$ cat src/rtl/swap_reg_bank.sv
// Register bank with LOAD / SWAP / INC operations, one combinational read port,
// done/err pulses and a sticky INC-overflow flag. All state changes on the falling edge.
module swap_reg_bank #(
    parameter int          WIDTH   = 18,
    parameter int          DEPTH   = 4,
    parameter int unsigned RST_VAL = 3,
    parameter int          SEL_W   = $clog2(DEPTH)
) (
    input  logic             clk,
    input  logic             rst,
    input  logic             en,
    input  logic [1:0]       op,
    input  logic [SEL_W-1:0] sel_a,
    input  logic [SEL_W-1:0] sel_b,
    input  logic [WIDTH-1:0] bus_in,
    input  logic [SEL_W-1:0] rd_sel,
    output logic [WIDTH-1:0] rd_data,
    input  logic             clr_ovf,
    output logic             done,
    output logic             err,
    output logic             ovf
);

    typedef enum logic [1:0] {
        OP_NOP  = 2'b00,
        OP_LOAD = 2'b01,
        OP_SWAP = 2'b10,
        OP_INC  = 2'b11
    } op_e;

    localparam logic [WIDTH-1:0] RST_WORD = WIDTH'(RST_VAL);
    localparam logic [31:0]      DEPTH_U  = 32'(DEPTH);

    logic [WIDTH-1:0] regs_q [DEPTH];
    logic [WIDTH-1:0] regs_d [DEPTH];
    logic             ovf_q, ovf_d;
    logic             done_q, done_d;
    logic             err_q, err_d;

    op_e  op_s;
    logic a_ok, b_ok, idx_ok;

    assign op_s = op_e'(op);
    assign a_ok = 32'(sel_a) < DEPTH_U;
    assign b_ok = 32'(sel_b) < DEPTH_U;
    // sel_b only matters for SWAP; an out-of-range sel_b must not reject LOAD or INC.
    assign idx_ok = a_ok && (op_s != OP_SWAP || b_ok);

    always_comb begin
        // NOTE: every always_comb output gets a default first, so no path can infer a latch.
        regs_d = regs_q;
        ovf_d  = ovf_q;
        done_d = 1'b0;
        err_d  = 1'b0;

        if (clr_ovf) begin
            ovf_d = 1'b0;
        end

        if (en && op_s != OP_NOP) begin
            if (!idx_ok) begin
                err_d = 1'b1;
            end else begin
                done_d = 1'b1;
                case (op_s)
                    OP_LOAD: regs_d[sel_a] = bus_in;
                    OP_SWAP: begin
                        // Both reads come from the old state, so sel_a == sel_b is a no-op.
                        regs_d[sel_a] = regs_q[sel_b];
                        regs_d[sel_b] = regs_q[sel_a];
                    end
                    OP_INC: begin
                        regs_d[sel_a] = regs_q[sel_a] + WIDTH'(1);
                        if (&regs_q[sel_a]) begin
                            ovf_d = 1'b1;
                        end
                    end
                    default: ;
                endcase
            end
        end
    end

    always_ff @(negedge clk) begin
        if (rst) begin
            // NOTE: the bank is reset explicitly because RST_VAL must be readable right after reset.
            for (int i = 0; i < DEPTH; i++) begin
                regs_q[i] <= RST_WORD;
            end
            ovf_q  <= 1'b0;
            done_q <= 1'b0;
            err_q  <= 1'b0;
        end else begin
            regs_q <= regs_d;
            ovf_q  <= ovf_d;
            done_q <= done_d;
            err_q  <= err_d;
        end
    end

    always_comb begin
        rd_data = '0;
        if (32'(rd_sel) < DEPTH_U) begin
            rd_data = regs_q[rd_sel];
        end
    end

    assign done = done_q;
    assign err  = err_q;
    assign ovf  = ovf_q;

endmodule

$ cat config.mk
export PLATFORM = sky130hd
export DESIGN_NAME = swap_reg_bank
export DESIGN_NICKNAME = d
export VERILOG_FILES = /design/src/rtl/swap_reg_bank.sv
export SDC_FILE = /design/constraint.sdc
export NUM_CORES = 1
export LEC_CHECK = 0
export BUFFER_PORTS_ARGS = -buffer_cell sky130_fd_sc_hd__buf_2
export CORE_ASPECT_RATIO = 0.7
export CORE_UTILIZATION = 63
export DETAILED_ROUTE_END_ITERATION = 12
export PLACE_DENSITY = 0.8
export SYNTH_ARGS = -nofsm -noshare
export SYNTH_HDL_FRONTEND = slang
export SYNTH_SLANG_ARGS = --single-unit
$ cat constraint.sdc
create_clock -name clk -period 3 [get_ports clk]
set_input_delay 0.3 -clock clk [delete_from_list [all_inputs] [get_ports clk]]
set_output_delay 0.3 -clock clk [all_outputs]
set_load 0.005 [all_outputs]
==> metrics.txt, run 1 <==
Post-CTS Setup Bufs=92; post-synthesis cell count=about 950; Avg Synthesized Cell Area=between 7 and 8 µm²; register area share after synthesis=between 20% and 30%; pre-CTS WS=-1.158 ns; Stop stage=clock tree synthesis; share of the synthesized area in the top cell type=between 20% and 30%; Starting Density=around two thirds; Num CTS Buffers=9; cts-stage hold buffer count=0; Syn. warnings=0; Synth Register Bits=74; clk sink count=74; cell with the most instances after synthesis=nor2_1; H-Tree Depth=3; post-detail-place hpwl=26.40 mm; EDFF count, synth=0; Final GP Congestion=approximately 1.2; placed cells=1325; die height=just over 90 µm; most instantiated cells after synthesis=113 x nor2_1, 105 x nand2_1, 82 x o21ai_0; post_cts resized=approximately 300; Yosys cell types=68; area leader, netlist=dfxtp_1; CTS Root Cell=clkbuf_16; post-synth net total=approximately 1000; worst-case clock buffer depth=2; Tool Error=[ERROR DPL-0038] Utilization greater than 100%, impossible to legalize; asr flop ratio synth=0%; main area contributors after synthesis=dfxtp_1 20%, mux4_2 11%, nor2_1 5.8%; outcome=did not finish; # IOs=slightly above 50; port bufs=about 50; Placement Rows=32; Mapped Area=0.007323 mm²; Main synth FF type=dfxtp_1; width of the die=approximately 130 µm; Placement Cell Area=about 0.0098 mm²
## per-stage QoR
stage               util [%]  hold WS, ns
detailed placement     87.39       0.4638
floorplan                  -       0.4658
global placement       87.39       0.4586
## kinds of logic after synthesis
family / count (synthesis) / synth area share, %
buf+inv: 102 / 6.117
other cells: 1 / 0.05121
compound gates: 344 / 31.92
flops: 74 / 20.23
fa+ha+maj: 1 / 0.1708
xor+xnor: 17 / 2.033
mux: 82 / 18.64
simple gates: 326 / 20.84
==> run 2: changes to the inputs <==
CORE_ASPECT_RATIO = not set   (was 0.7)
CORE_UTILIZATION = 40   (was 63)
PLACE_DENSITY = not set   (was 0.8)
PLACE_DENSITY_LB_ADDON = 0.15   (was not set)
==> metrics.txt, run 2 <==
met1 WL=14.67 mm; post-synth net total=roughly 1000; die height=137.3 µm; Hold Crit Class=register to register; CTS tree=yes; die footprint=0.01885 mm²; post-route cell area=0.01214 mm²; PnR worst setup slack=-0.5125 ns; placed cells=1412; buffers plus inverters on the worst setup path=2; outcome=complete, but fails checks; pin count of the biggest net entering global routing=29; Num CTS Buffers=9; setup TNS=-28.03 ns; post-detail-place hpwl=roughly 27 mm; post-synthesis cell count=between 900 and 1000; clock skew=between 0.02 and 0.025 ns; # IOs=~50; crit-path leading delay family=multiplexers; commonest non-fill, non-tap cell in the layout=buf_4; Starting Density=40.77%; Final setup viols=between 90 and 100; Mapped Area=about 0.0073 mm²; Worst path depth=9; nature of the critical path startpoint=input pin; Tightest Pin Transition=between 0.7 and 0.8 ns; Final GP Congestion=~1; area leader, netlist=dfxtp_1; initial antenna violation count=0; CP max stage cell=mux4_2; gr ovfl total=0; Fillers=1444; CP Class=input pin to register; CP required=about 1.8 ns; P&R area growth vs syn=65.83%; layout cells sized above 1=a little under half; most instantiated cells after synthesis=113 x nor2_1, 105 x nand2_1, 82 x o21ai_0; met3 WL=between 4 and 5 mm; Yosys cell types=68; EDFF count, synth=0; vias per cell=between 6 and 7; Synth Register Bits=74; Initial DRC Count=1588; worst-case clock buffer depth=2; CP Cell Sequence=buf_12, buf_12, mux4_2, ha_4, nand3_4, nor3_4, mux2_4, o211ai_1, o21ai_1; cell with the most instances after synthesis=nor2_1; vias in the first global route=9885; via count=~10000; H-Tree Depth=3; Placement Rows=49; first-pass GRT wire length=57.67 mm; Crit. End Element=register; Core ar.=~0.018 mm²; Max Cap Violations=0; top fanout value on the critical path=7; worst reg2reg path depth=10; commonest non-fill, non-tap cells in the layout=298 x buf_4, 102 x nor2_1, 99 x nand2_1; main area contributors after synthesis=dfxtp_1 20%, mux4_2 11%, nor2_1 5.8%; WL final=around 40 mm; most frequent CP cell=buf_12; register area share after synthesis=roughly a fifth; Final Hold Viols=0; Non-Filler Instances=around 1600; Avg Synthesized Cell Area=between 7 and 8 µm²; Leakage=~0.0052 µW; clock latency on the worst-skew pair=0.42 ns; clk sink count=74; drt first pass iters=7; Max VDD drop=~0.00032 V; share of the synthesized area in the top cell type=between 20% and 30%; Final ANT Viol Nets=0; cts-stage hold buffer count=0; total global-route track usage=41.80%; Slew Limit Fails=0; Main synth FF type=dfxtp_1; width of the die=roughly 140 µm; RSZ-0062 raised after global routing=yes; Routed WL per cell=25.24 µm; worst stage delay on the critical path=approximately 0.42 ns; pwr dens=363.5 mW/mm²; Antenna diodes=0; Placement Cell Area=between 0.01 and 0.015 mm²; uppermost layer routed=met4; Clock transition at path regs=about 0.030 ns; crit path from=sel_a[1]; DR WL met2=17.34 mm; asr flop ratio synth=0%; Syn. warnings=0; final net count=1372; failing checks=setup timing; CTS Root Cell=clkbuf_16; port bufs=between 40 and 50; worst hold path depth=2; Slew headroom=approximately 48%; DRC=0; R2R setup slack=0.65 ns; Worst Path Arrival=2.29 ns
-- run 2: cell counts after synthesis --
No cell type changed its count.
-- run 2: logic make-up (layout without fill, tap and decap cells) --
group	after synthesis	in the layout	synth area share, %
compound gates	344	344	31.92
xor+xnor	17	17	2.033
fa+ha+maj	1	1	0.1708
buf+inv	102	501	6.117
flops	74	74	20.23
mux	82	82	18.64
other cells	1	1	0.05121
simple gates	326	326	20.84
-- run 2: worst min path at each step --
stage | start | endpoint
after floorplan | ovf | ovf
after global placement | ovf | ovf
after detailed placement | ovf | ovf
after CTS | ovf | ovf
after global routing | ovf | ovf
final | ovf | ovf
-- run 2: cell type report --
cell class	count	area, µm²	share of cell area, %
Sequential cell	74	1556	12.82
Timing Repair Buffer	398	3333	27.45
Clock inverter	81	342.8	2.823
Clock buffer	9	225.2	1.855
Inverter	13	50.05	0.4121
Multi-Input combinational cell	771	6350	52.29
Tap cell	229	286.5	2.359
-- run 2: timing repair --
action / CTS / global route
gates resized for setup: 153 / 83
cloned: 2 / 1
setup buffers: 54 / 24
setup endpoints to repair: 91 / 91
pin swaps: 53 / 61
-- run 2: where the power goes --
| group | switching, µW | total [µW] | internal, µW | leakage [µW] |
|---|---|---|---|---|
| clock network | 764 | 1540 | 774 | 0.000538 |
| registers | 41.4 | 1110 | 1060 | 0.000622 |
| logic | 965 | 1770 | 806 | 0.00404 |
-- run 2: metal layers --
metal / vias up / GRT usage (%)
met2: 892 / 63.72
met5: - / 0
li1: 4443 / -
met4: 0 / 26.25
met1: 4799 / 52.00
met3: 248 / 11.52
-- run 2: worst min-delay path: cells and delay by family, from the launching register on --
family          cells  cell delay, ns
simple gates        1            0.06
flops               1            0.29
compound gates      1            0.06
-- run 2: metrics by stage --
step | worst slack (ns) | hold slack, ns | total power (µW) | util, %
2_1_floorplan | -0.6276 | 0.4658 | 2061 | -
3_3_place_gp | -1.069 | 0.4581 | 2698 | 55.68
3_5_place_dp | -1.104 | 0.4626 | 2703 | 55.68
4_1_cts | -0.4578 | 0.4691 | 4251 | 64.64
5_1_grt | -0.5417 | 0.4948 | 4637 | 67.60
6_report | -0.5125 | 0.4658 | 4414 | 67.60
(Power assumes the default switching activity.)
==> run 3: changes to the inputs <==
MAX_ROUTING_LAYER = met4   (was not set)
==> metrics.txt, run 3 (synthesis results as in run 2) <==
outcome=complete, but fails checks; failing checks=setup timing; P_sw=~1700 µW; CP required=around 1.8 ns; Slew headroom=46.10%; final net count=1370; Routed WL per cell=around 25 µm; via count=10370; gr ovfl total=0; CP Class=input pin to register; CTS tree=yes; gr busiest metal=met2; Placement Rows=49; Max Cap Violations=0; Core ar.=between 0.015 and 0.02 mm²; met1 global-route usage=between 50% and 60%; Sequential Power Share=between 20% and 30%; PnR worst setup slack=-0.4874 ns; Cell Int Power=between 2000 and 3000 µW; total global-route track usage=a little over two fifths; Leakage=a little over 0.005 µW; worst reg2reg path depth=11; clock skew=~0.021 ns; Hold Slack=0.4658 ns; clk sink count=74; post-detail-place hpwl=between 20 and 30 mm; Clock transition at path regs=about 0.05 ns; initial antenna violation count=0; setup TNS=-23.71 ns; commonest non-fill, non-tap cell in the layout=buf_4; port bufs=between 40 and 50; DRC=0; M3 GR Usage=11.41%; crit path from=sel_a[1]; drt first pass iters=6; WL final=around 39 mm; vias in the first global route=around 9800; worst-case clock buffer depth=2; RSZ-0062 raised after global routing=yes; Slew Limit Fails=0; commonest non-fill, non-tap cells in the layout=292 x buf_4, 101 x nor2_1, 101 x nand2_1; Clk network pwr share=approximately 34%; pin count of the biggest net entering global routing=29; combinational share of power=40.0%; clock latency on the worst-skew pair=0.42 ns; Final setup viols=91; CTS Root Cell=clkbuf_16; # IOs=51; Tightest Pin Transition=roughly 0.81 ns; top fanout value on the critical path=6; Final GP Congestion=roughly 1; worst hold path depth=2; H-Tree Depth=3; pwr dens=between 300 and 400 mW/mm²; Worst Path Arrival=2.31 ns; switch share=roughly two fifths; met2 Usage GRT=62.60%; Final ANT Viol Nets=0; Final Hold Viols=0; Max VDD drop=just over 0.0003 V; P&R area growth vs syn=65.57%; die height=137.3 µm; R2R setup slack=~0.64 ns; hold path startpoint=ovf; Hold Crit Class=register to register; die footprint=about 0.019 mm²; vias per cell=roughly 6.6; Starting Density=roughly two fifths; first-pass GRT wire length=about 58 mm; Initial DRC Count=~1600; Num CTS Buffers=9; layout cells sized above 1=between 40% and 50%; Antenna diodes=0; Crit. End Element=register; post-layout util=roughly two thirds; nature of the critical path startpoint=input pin; width of the die=137.3 µm; Fillers=between 1000 and 1500; cts-stage hold buffer count=0
## run 3: worst min-delay path by stage
stage,end
after floorplan,ovf
after global placement,ovf
after detailed placement,ovf
after CTS,ovf
after global routing,ovf
final,ovf
## run 3: per-stage QoR
step                      cells  instance area (µm²)  worst slack (ns)  power [µW]
after floorplan             947                 7766           -0.6276        2061
after global placement     1417                10010            -1.099        2696
after detailed placement   1417                10010            -1.124        2700
after CTS                  1551                11540           -0.3812        4213
after global routing       1569                12130           -0.5411        4576
final                      1569                12130           -0.4874        4337
## run 3: power groups by stage
stage	Clock, µW	Sequential (µW)	Combinational [µW]
after global placement	152	1140	1410
after global routing	1660	1120	1800
after CTS	1520	1110	1580
after detailed placement	152	1140	1410
after floorplan	152	1140	765
final	1490	1110	1730
## run 3: critical path, cell delays in order
cell	delay, ns
buf_12	0.12
buf_6	0.11
mux4_2	0.44
nand4_4	0.19
buf_4	0.20
buf_6	0.11
or3_4	0.41
and3_4	0.17
o32ai_2	0.26
## run 3: layer usage
metal / vias up / routed length [µm] / part of all wire, %
li1: 4427 / - / -
met1: 4894 / 14640 / 38
met2: 833 / 17310 / 44
met3: 216 / 4688 / 12
met4: 0 / 2365 / 6.1
met5: - / 0 / 0
## run 3: cell type report
class | instances | area, µm² | area share [%]
Inverter | 13 | 52.55 | 0.4334
Timing Repair Buffer | 396 | 3316 | 27.34
Multi-Input combinational cell | 771 | 6374 | 52.56
Tap cell | 229 | 286.5 | 2.363
Clock buffer | 9 | 225.2 | 1.857
Sequential cell | 74 | 1555 | 12.83
Clock inverter | 77 | 316.6 | 2.611
## run 3: repair_timing
action	4_1_cts	5_1_grt
cloned	1	0
buffers inserted	48	20
resized for setup	147	100
pin swaps	49	60
endpoints found under the setup margin	91	90
==> run 4: changes to the inputs <==
--- a/config.mk
+++ b/config.mk
@@ -9,2 +9,3 @@
 export CORE_UTILIZATION = 40
+export CTS_BUF_LIST = sky130_fd_sc_hd__clkbuf_2 sky130_fd_sc_hd__clkbuf_4 sky130_fd_sc_hd__clkbuf_8
 export DETAILED_ROUTE_END_ITERATION = 12
==> constraint.sdc (replaced) <==
create_clock -name clk -period 3 [get_ports clk]
set_input_delay 0.15 -clock clk [delete_from_list [all_inputs] [get_ports clk]]
set_output_delay 0.15 -clock clk [all_outputs]
set_load 0.005 [all_outputs]
==> metrics.txt, run 4 (synthesis results as in run 2) <==
cts-stage hold buffer count=0; CP required=about 1.8 ns; pin count of the biggest net entering global routing=34; Num CTS Buffers=9; Tightest Pin Transition=roughly 0.94 ns; die footprint=0.01885 mm²; DR WL met2=about 17 mm; Final Hold Viols=0; CTS Root Cell=clkbuf_8; pre-CTS WS=-1.020 ns; met3 WL=~4.7 mm; PnR worst setup slack=-0.3534 ns; Max VDD drop=between 0.0002 and 0.0003 V; H-Tree Depth=3; failing checks=setup timing; Placement Rows=49; setup TNS=-8.428 ns; met1 WL=roughly 14 mm; # IOs=51; Final setup viols=69; clock latency on the worst-skew pair=roughly 0.44 ns; RSZ-0062 raised after global routing=yes; Final ANT Viol Nets=0; layout cells sized above 1=between 40% and 50%; R2R setup slack=0.55 ns; clock skew=about 0.024 ns; via count=~10000; hold endpoint=ovf; CTS tree=yes; Leakage=between 0.005 and 0.006 µW; Worst Path Arrival=about 2.1 ns; hold path startpoint=ovf; worst-case clock buffer depth=2; Hold Crit Class=register to register; placed cells=1385; clk sink count=74; uppermost layer routed=met4; worst hold path depth=2; P&R area growth vs syn=62.05%; Initial DRC Count=about 1400; pwr dens=roughly 350 mW/mm²; post-detail-place hpwl=roughly 26 mm; Clock transition at path regs=0.03 ns; worst reg2reg path depth=10; die height=roughly 140 µm; vias per cell=approximately 6.7; commonest non-fill, non-tap cells in the layout=285 x buf_4, 103 x nor2_1, 100 x nand2_1; WL final=~40 mm; worst stage delay on the critical path=0.57 ns; Antenna diodes=0; CP Class=input pin to register; Final GP Congestion=1.038; Slew Limit Fails=0; vias in the first global route=roughly 10000; CP max stage cell=mux4_2; initial antenna violation count=0; total global-route track usage=roughly 43%; Slew headroom=a little under two fifths; Non-Filler Instances=around 1500; CP Cell Sequence=buf_16, buf_12, mux4_2, buf_6, and3_4, buf_4, nand3_2, nor3_1, o21ai_0, o32ai_2; port bufs=49; gr ovfl total=0; Core ar.=0.01796 mm²; Routed WL per cell=roughly 25 µm; commonest non-fill, non-tap cell in the layout=buf_4; top fanout value on the critical path=5; Crit. End Element=register; width of the die=137.3 µm; drt first pass iters=9; outcome=complete, but fails checks; Hold Slack=between 0.4 and 0.5 ns; Starting Density=between 40 and 50%; Max Cap Violations=0; final net count=approximately 1300; DRC=0; nature of the critical path startpoint=input pin; first-pass GRT wire length=roughly 58 mm
==> run 4: worst max-delay path by stage <==
stage	from	endpoint	slack (ns)	depth (start not counted)
6_report	sel_a[1]	register	-0.35	10
5_1_grt	sel_a[1]	register	-0.40	10
4_1_cts	sel_a[1]	register	-0.17	8
3_5_place_dp	sel_a[1]	register	-1.02	8
3_3_place_gp	sel_a[1]	register	-0.98	8
2_1_floorplan	sel_a[1]	register	-0.48	9
==> run 4: worst max-delay path: cells and delay by family <==
kind / cells / cell delay [ns]
muxes: 1 / 0.57
AOI/OAI and AO/OA: 2 / 0.54
buffers and inverters: 4 / 0.51
and+or+nand+nor: 3 / 0.34
==> run 4: stage by stage <==
| step | util [%] | cell area (µm²) | total power (µW) |
|---|---|---|---|
| after global routing | 66.07 | 11870 | 4427 |
| after CTS | 62.88 | 11300 | 4048 |
| final | 66.07 | 11870 | 4205 |
| after global placement | 53.85 | 9673 | 2630 |
| after detailed placement | 53.85 | 9673 | 2633 |
| after floorplan | - | 7684 | 2048 |
==> run 4: what timing repair did <==
| action | 4_1_cts | 5_1_grt |
|---|---|---|
| pin swaps | 64 | 47 |
| gates cloned | 3 | 0 |
| gates resized for setup | 187 | 91 |
| buffers inserted | 54 | 24 |
| endpoints found under the setup margin | 91 | 87 |
==> run 4: final cells by class <==
cell class / instances / area (µm²)
clock inverters: 81 / 384.1
repair buffers: 371 / 3039
multi-input cells: 772 / 6352
clock buffers: 9 / 123.9
well taps: 229 / 286.5
flip-flops and latches: 74 / 1633
inverters: 13 / 48.80
fillers: 1533 / 6096
==> run 4: per-layer routing <==
metal | vias to the layer above | global-route usage (%)
li1 | 4385 | -
met1 | 4810 | 50.62
met2 | 859 | 64.79
met3 | 282 | 10.82
met4 | 0 | 29.18
met5 | - | -
==> run 4: power breakdown <==
part	total (µW)	internal, µW	switching, µW
Clock	1400	672	724
Sequential	1120	1060	57.7
Combinational	1690	762	928
